**src/rtl/run_ctrl_pkg.sv**
```systemverilog
// Shared types and helpers for the run controller: FSM state encoding,
// the EBREAK opcode, and counter/index width helpers.
package run_ctrl_pkg;

    typedef enum logic [1:0] {
        S_IDLE     = 2'd0,
        S_RST_HOLD = 2'd1,
        S_RUN      = 2'd2,
        S_DONE     = 2'd3
    } run_state_e;

    localparam logic [31:0] EBREAK_INSN = 32'h0010_0073;

    // Width needed to hold the values 0..n (never narrower than 1 bit).
    function automatic int cnt_w(input int n);
        return (n < 1) ? 1 : $clog2(n + 1);
    endfunction

    // Width of an index into a buffer of 'depth' entries (never narrower than 1 bit).
    function automatic int idx_w(input int depth);
        return (depth < 2) ? 1 : $clog2(depth);
    endfunction

endpackage

```
**src/rtl/pc_trace_buf.sv**
```systemverilog
// PC history ring: one entry written per enabled cycle, read back relative
// to the newest entry (rd_idx 0 = most recent). clear wipes contents and pointer.
module pc_trace_buf
    import run_ctrl_pkg::*;
#(
    parameter int PC_W        = 32,
    parameter int TRACE_DEPTH = 8
) (
    input  logic                            clk,
    input  logic                            clear,
    input  logic                            we,
    input  logic [PC_W-1:0]                 wr_pc,
    input  logic [idx_w(TRACE_DEPTH)-1:0]   rd_idx,
    output logic [PC_W-1:0]                 rd_pc
);

    localparam int IDX_W = idx_w(TRACE_DEPTH);

    logic [TRACE_DEPTH-1:0][PC_W-1:0] mem_q, mem_d;
    logic [IDX_W-1:0]                 wptr_q, wptr_d;
    logic [IDX_W-1:0]                 rd_ptr;

    always_comb begin
        mem_d  = mem_q;
        wptr_d = wptr_q;
        if (clear) begin
            mem_d  = '0;
            wptr_d = '0;
        end else if (we) begin
            mem_d[wptr_q] = wr_pc;
            wptr_d        = wptr_q + IDX_W'(1);
        end
    end

    always_ff @(posedge clk) begin
        mem_q  <= mem_d;
        wptr_q <= wptr_d;
    end

    // Pointer arithmetic wraps naturally because the depth is a power of two.
    assign rd_ptr = wptr_q - IDX_W'(1) - rd_idx;
    assign rd_pc  = mem_q[rd_ptr];

endmodule

```
**src/rtl/run_controller.sv**
```systemverilog
// Run-control harness for the single-cycle core: reset hold, cycle count,
// halt on EBREAK / PC self-loop / max cycles. Optional PC trace via RUN_CTRL_TRACE_EN.
module run_controller
    import run_ctrl_pkg::*;
#(
    parameter int PC_W         = 32,
    parameter int RESET_CYCLES = 2,
    parameter int MAX_CYCLES   = 20,
    parameter int HALT_STABLE  = 2,
    parameter int TRACE_DEPTH  = 8
) (
    input  logic                            clk,
    input  logic                            reset,
    input  logic                            start,
    input  logic [PC_W-1:0]                 pc,
    input  logic [31:0]                     instr,
    output logic                            core_reset,
    output logic                            running,
    output logic                            done,
    output logic                            timeout,
    output logic [PC_W-1:0]                 halt_pc,
`ifdef RUN_CTRL_TRACE_EN
    input  logic [idx_w(TRACE_DEPTH)-1:0]   trace_idx,
    output logic [PC_W-1:0]                 trace_pc,
`endif
    output logic [cnt_w(MAX_CYCLES)-1:0]    cycle_count
);

    localparam int CNT_W  = cnt_w(MAX_CYCLES);
    localparam int HOLD_W = cnt_w(RESET_CYCLES);
    localparam int STB_W  = cnt_w(HALT_STABLE);

    if (TRACE_DEPTH < 2 || (TRACE_DEPTH & (TRACE_DEPTH - 1)) != 0) begin : g_bad_trace_depth
        $error("TRACE_DEPTH must be a power of two >= 2");
    end

    run_state_e        state_q, state_d;
    logic [HOLD_W-1:0] hold_q, hold_d;
    logic [CNT_W-1:0]  cnt_q, cnt_d;
    logic [STB_W-1:0]  stable_q, stable_d;
    logic [PC_W-1:0]   prev_pc_q, prev_pc_d;
    logic [PC_W-1:0]   halt_pc_q, halt_pc_d;
    logic              core_reset_q, core_reset_d;
    logic              running_q, running_d;
    logic              done_q, done_d;
    logic              timeout_q, timeout_d;

    logic [CNT_W-1:0]  k;
    logic [STB_W-1:0]  stable_nxt;
    logic              pc_same, is_ebreak, is_loop, is_max, start_ok;

    // k is the 1-based index of the current RUN cycle; prev_pc is only
    // meaningful once a RUN cycle has completed (cnt_q != 0).
    assign k          = (cnt_q == CNT_W'(MAX_CYCLES)) ? cnt_q : cnt_q + CNT_W'(1);
    assign is_ebreak  = (instr == EBREAK_INSN);
    assign pc_same    = (cnt_q != '0) && (pc == prev_pc_q);
    assign stable_nxt = !pc_same ? '0 :
                        (stable_q == STB_W'(HALT_STABLE)) ? stable_q : stable_q + STB_W'(1);
    assign is_loop    = pc_same && (stable_nxt == STB_W'(HALT_STABLE));
    assign is_max     = (k == CNT_W'(MAX_CYCLES));
    assign start_ok   = start && (state_q == S_IDLE || state_q == S_DONE);

    always_comb begin
        state_d      = state_q;
        hold_d       = hold_q;
        cnt_d        = cnt_q;
        stable_d     = stable_q;
        prev_pc_d    = prev_pc_q;
        halt_pc_d    = halt_pc_q;
        core_reset_d = core_reset_q;
        running_d    = running_q;
        done_d       = done_q;
        timeout_d    = timeout_q;
        case (state_q)
            S_IDLE, S_DONE: begin
                if (start) begin
                    state_d      = S_RST_HOLD;
                    hold_d       = HOLD_W'(RESET_CYCLES - 1);
                    cnt_d        = '0;
                    stable_d     = '0;
                    done_d       = 1'b0;
                    timeout_d    = 1'b0;
                    core_reset_d = 1'b1;
                    running_d    = 1'b0;
                end
            end
            S_RST_HOLD: begin
                if (hold_q == '0) begin
                    state_d      = S_RUN;
                    core_reset_d = 1'b0;
                    running_d    = 1'b1;
                end else begin
                    hold_d = hold_q - HOLD_W'(1);
                end
            end
            S_RUN: begin
                cnt_d     = k;
                stable_d  = stable_nxt;
                prev_pc_d = pc;
                if (is_ebreak || is_loop || is_max) begin
                    state_d      = S_DONE;
                    halt_pc_d    = pc;
                    done_d       = 1'b1;
                    timeout_d    = is_max && !is_ebreak && !is_loop;
                    core_reset_d = 1'b1;
                    running_d    = 1'b0;
                end
            end
            default: state_d = S_IDLE;
        endcase
    end

    always_ff @(posedge clk) begin
        if (reset) begin
            state_q      <= S_IDLE;
            hold_q       <= '0;
            cnt_q        <= '0;
            stable_q     <= '0;
            prev_pc_q    <= '0;
            halt_pc_q    <= '0;
            core_reset_q <= 1'b1;
            running_q    <= 1'b0;
            done_q       <= 1'b0;
            timeout_q    <= 1'b0;
        end else begin
            state_q      <= state_d;
            hold_q       <= hold_d;
            cnt_q        <= cnt_d;
            stable_q     <= stable_d;
            prev_pc_q    <= prev_pc_d;
            halt_pc_q    <= halt_pc_d;
            core_reset_q <= core_reset_d;
            running_q    <= running_d;
            done_q       <= done_d;
            timeout_q    <= timeout_d;
        end
    end

    assign core_reset  = core_reset_q;
    assign running     = running_q;
    assign done        = done_q;
    assign timeout     = timeout_q;
    assign halt_pc     = halt_pc_q;
    assign cycle_count = cnt_q;

`ifdef RUN_CTRL_TRACE_EN
    logic trace_clr;
    assign trace_clr = reset || start_ok;

    pc_trace_buf #(
        .PC_W        (PC_W),
        .TRACE_DEPTH (TRACE_DEPTH)
    ) u_trace (
        .clk    (clk),
        .clear  (trace_clr),
        .we     (state_q == S_RUN),
        .wr_pc  (pc),
        .rd_idx (trace_idx),
        .rd_pc  (trace_pc)
    );
`else
    logic unused_start_ok;
    assign unused_start_ok = start_ok;
`endif

endmodule

```
**config.mk**
```make
export PLATFORM = sky130hd
export DESIGN_NAME = run_controller
export DESIGN_NICKNAME = d
export VERILOG_FILES = /design/src/rtl/run_ctrl_pkg.sv /design/src/rtl/pc_trace_buf.sv /design/src/rtl/run_controller.sv
export SDC_FILE = /design/constraint.sdc
export NUM_CORES = 1
export LEC_CHECK = 0
export CORE_MARGIN = 4
export CORE_UTILIZATION = 45
export DETAILED_ROUTE_END_ITERATION = 8
export PLACE_DENSITY = 0.79
export SETUP_SLACK_MARGIN = 0.05
export SKIP_LAST_GASP = 1
export SLEW_MARGIN = 20
export SYNTH_ARGS = -nofsm -noshare
export SYNTH_HDL_FRONTEND = slang
export SYNTH_HIERARCHICAL = 1
export SYNTH_SLANG_ARGS = --single-unit
```
**constraint.sdc**
```tcl
create_clock -name clk -period 3.8 [get_ports clk]
set_clock_uncertainty 0.05 [all_clocks]
set_input_delay 0.57 -clock clk [delete_from_list [all_inputs] [get_ports clk]]
set_output_delay 0.57 -clock clk [all_outputs]
set_load 0.005 [all_outputs]
```
==> flow_metrics.tcl <==
set metrics [dict create \
    r2r_slack_ns 0.77 \
    max_cap_violations 0 \
    vias 3270 \
    worstReg2RegStart "cycle_count[0]" \
    nature_of_the_critical_path_startpoint "input port" \
    critPathMaxStageDelay_ns 0.68 \
    status "completed" \
    async_flop_share_pct 0 \
    synth-adder-area-share_pct 2.313 \
    slew_viol_final 0 \
    synth-xor-area-share_pct 7.400 \
    end_kind "register" \
    cts.repair.resized 0 \
    path_class_of_the_lowest_slack_min_delay_path "register to register" \
    synth.ff_latch_count 79 \
    power_leakage_nw 1.885 \
    max_slew_margin_pct 32.06 \
    finalWirelength_um 9421 \
    maxClockFrequency_mhz 324.0 \
    finalWorstPathRequiredPeriod_ns 3.086 \
    worst_ep_required_time_ns 3.99 \
    muxShareOfSynthArea_pct 18.76 \
    initial_core_util_pct 46.09 \
    insertion_delay_ns 0.35 \
    drt_first_pass_iters 4 \
    hold_viol 0 \
    post_dp_cell_area_mm2 0.004926 \
    fraction_of_layout_instances_using_a_drive_strength_above_1_pct 5.950 \
    die_area_mm2 0.009948 \
    worstHoldPathCells 2 \
    dominantRegCellSynth "sky130_fd_sc_hd__dfxtp_1" \
    detail_route.drc_violations 0 \
    synth_compound_area_share_pct 6.574 \
    finish.net_count 590 \
    tns_ns 0 \
    p_r_area_growth_vs_syn_pct 35.91 \
    seq_total_area_yosys_pct 41.76 \
    initialDrtViolationCount 167 \
    multiInputGateArea_mm2 0.002047 \
    globalplace.congestion 0.8362 \
    pin_count 108 \
    placement.io_buffers 107 \
    post-synth-top-area-fraction_pct 41.76 \
    synth.cell_area_mm2 0.003787 \
    postCtsSetupBuffers 0 \
    sequential_cell_area_mm2 0.001582 \
    syn_nets 488 \
    routed_via_count_divided_by_cell_count 5.224 \
    numCtsBuffers 9 \
    final.fill_count 682 \
    grt_first_pass_wirelength_um 15250 \
    die_height_um 99.74 \
    worst_r2r_endpoint "state_q[0]" \
    row_count 33 \
    cpMaxStageDelayCell "sky130_fd_sc_hd__or4_1" \
    synth.lib_cells_used.distinct 44 \
    dominant_combinational_cell_family_by_area_after_synthesis "simple AND/OR/NAND/NOR gates" \
    numClockSinks 79 \
    die-width_um 99.74 \
    max-clock-path-buffers 2 \
    grt_max_degree 69 \
    antenna_found_initial 0 \
    worstHoldEndpoint "halt_pc[15]" \
    crit_type "input port to register" \
    tightest_slew_ns 1.018 \
    critPathArrivalTime_ns 3.28 \
    layout.cell_area.non_filler_mm2 0.005147 \
    finalSetupViolCount 0 \
    design_power_w 0.002234 \
    rsz0062_at_grt "false" \
    grt_pass1_vias 3299 \
    number_of_flops_mapped_to_enable_cells_by_yosys 0 \
    postSynthCellCount 414 \
    cts_tree "built" \
    final_antenna_net_count 0 \
    synthSimpleGateAreaFrac_pct 18.93 \
    cp.buffers_inverters 1 \
    synth_top_cells_by_area "sky130_fd_sc_hd__dfxtp_1 (42%), sky130_fd_sc_hd__mux2i_1 (18%), sky130_fd_sc_hd__nand2_1 (7.0%)" \
    routedWlPerCell_um 15.05 \
    portion_of_the_clock_cycle_consumed_by_the_worst_path_in_the_final_layout_pct 81.21 \
    cellPowerDensity_mw_per_mm2 434.0 \
    ctsHoldBuffers 0 \
    antenna_cells_inserted 0 \
    worst_path_dominant_cell_family "simple AND/OR/NAND/NOR gates" \
    global_route.overflow_total 0 \
    number_of_cells_traversed_by_the_worst_register_to_register_path 8 \
    post_synth.cell_area_avg_um2 9.148 \
    cts.reportedPaths.clkPinSlew_ns 0.08 \
    vdd_drop_max_mv 0.2738 \
    area_of_the_core_region_mm2 0.008217 \
    crit_chain "clkdlybuf4s50_1 -> xor2_1 -> nor4_1 -> nand4_1 -> or4_1 -> a221oi_4 -> mux2_4" \
    synth-warning-count 6 \
    dp_hpwl_um 6872 \
    hold-worst-slack_ns 0.4073 \
    holdCritStartpoint "halt_pc[15]" \
    clock_tree.htree_level_count 3 \
    yosysTopAreaCell "sky130_fd_sc_hd__dfxtp_1" \
    grt.total_usage_pct 18.94 \
    critical_path_peak_fanout 5 \
    buffer_type_at_the_clock_tree_root "sky130_fd_sc_hd__clkbuf_8" \
]
-- layer usage --
metal / part of all wire [%] / track usage [%] / routed length (um) / vias up
met5: 0 / 0 / 0 / -
met1: 41 / 21.00 / 3840 / 1531
met3: 9.3 / 7.363 / 872 / 8
met2: 49 / 33.40 / 4623 / 118
met4: 0.90 / 5.567 / 85 / 0
li1: - / - / - / 1613
-- state kept, by name, summed over array words and instances (netlist names), 2 cells and up --
name / count
prev_pc_q: 32
hold_q: 2
stable_q: 2
cycle_count: 5
state_q: 2
halt_pc: 32
-- logic make-up (layout without fill, tap and decap cells) --
logic type / after synthesis / after routing
compound gates: 32 / 32
xor+xnor: 32 / 32
fa+ha+maj: 7 / 7
buf+inv: 33 / 140
flops: 79 / 79
mux: 70 / 70
simple gates: 161 / 161
-- worst register-to-register path, stage by stage, from the launching register on --
cell	delay, ns
sky130_fd_sc_hd__dfxtp_1	0.46
sky130_fd_sc_hd__inv_1	0.10
sky130_fd_sc_hd__ha_1	0.23
sky130_fd_sc_hd__nor2b_2	0.18
sky130_fd_sc_hd__a2111oi_2	0.37
sky130_fd_sc_hd__nand2_1	0.09
sky130_fd_sc_hd__or4_1	0.69
sky130_fd_sc_hd__a221oi_4	0.43
sky130_fd_sc_hd__mux2_4	0.33
-- synth_stat cells (all sizes together), types with 2 or more instances --
master and instances:
a21boi 2, a21oi 10, a221oi 3, a22oi 3, and3 2, buf 7, clkbuf 14, dfxtp 79
ha 7, inv 12, mux2 2, mux2i 68, nand2 71, nand2b 3, nand3 6, nand4 4
nor2 50, nor2b 3, nor3 4, nor4 11, nor4b 2, o211ai 2, o21ai 5, xnor2 2
xor2 30
-- layout make-up --
class | count | share of cell area, %
clock buffers | 10 | 2.674
clock inverters | 6 | 1.629
inverters | 12 | 0.8751
multi-input cells | 302 | 39.77
flip-flops and latches | 79 | 30.72
well taps | 105 | 2.552
repair buffers | 112 | 21.78
-- layout by cell type, fill, tap and decap left out, types with 2 or more instances in the layout --
master,synthesis,routed
sky130_fd_sc_hd__clkdlybuf4s50_1,0,107
sky130_fd_sc_hd__nand4_1,4,4
sky130_fd_sc_hd__inv_1,11,11
sky130_fd_sc_hd__o21ai_0,5,5
sky130_fd_sc_hd__bufinv_16,0,2
sky130_fd_sc_hd__nor3_1,4,4
sky130_fd_sc_hd__nor4_1,10,10
sky130_fd_sc_hd__a221oi_1,2,2
sky130_fd_sc_hd__nor2_1,49,49
sky130_fd_sc_hd__nand3_1,6,6
sky130_fd_sc_hd__nor4b_1,2,2
sky130_fd_sc_hd__mux2_4,2,2
sky130_fd_sc_hd__buf_4,0,4
sky130_fd_sc_hd__and3_1,2,2
sky130_fd_sc_hd__xor2_1,30,30
sky130_fd_sc_hd__nor2b_1,2,2
sky130_fd_sc_hd__nand2b_1,3,3
sky130_fd_sc_hd__nand2_1,71,71
sky130_fd_sc_hd__o211ai_1,2,2
sky130_fd_sc_hd__ha_1,7,6
sky130_fd_sc_hd__xnor2_1,2,2
sky130_fd_sc_hd__clkbuf_8,0,10
sky130_fd_sc_hd__a21oi_1,9,9
sky130_fd_sc_hd__dfxtp_1,79,79
sky130_fd_sc_hd__a22oi_1,3,3
sky130_fd_sc_hd__clkinv_2,0,3
sky130_fd_sc_hd__mux2i_1,68,68
sky130_fd_sc_hd__a21boi_0,2,2
-- worst max-delay path by stage --
stage                              start          to  slack [ns]  cells after the start
after detailed placement          pc[23]  state_q[1]        0.33                      7
after floorplan           cycle_count[0]  state_q[0]        1.04                      9
after global routing              pc[23]  state_q[0]        0.57                      7
after global placement            pc[23]  state_q[0]        0.37                      7
final                             pc[23]  state_q[0]        0.71                      7
after CTS                         pc[23]  state_q[1]        0.69                      7
-- where the power goes --
group,internal [W],switching (W)
Clock,0.000385,0.000305
Combinational,0.000278,0.000293
Sequential,0.000912,0.0000614
-- metrics by stage --
step	worst slack, ns	util, %	std cells
6_report	0.7140	62.65	626
5_1_grt	0.5651	62.65	626
4_1_cts	0.6931	62.65	626
3_5_place_dp	0.3254	59.95	610
3_3_place_gp	0.3700	59.95	610
2_1_floorplan	1.038	-	414
No activity file was read; power rests on OpenSTA's default activity.
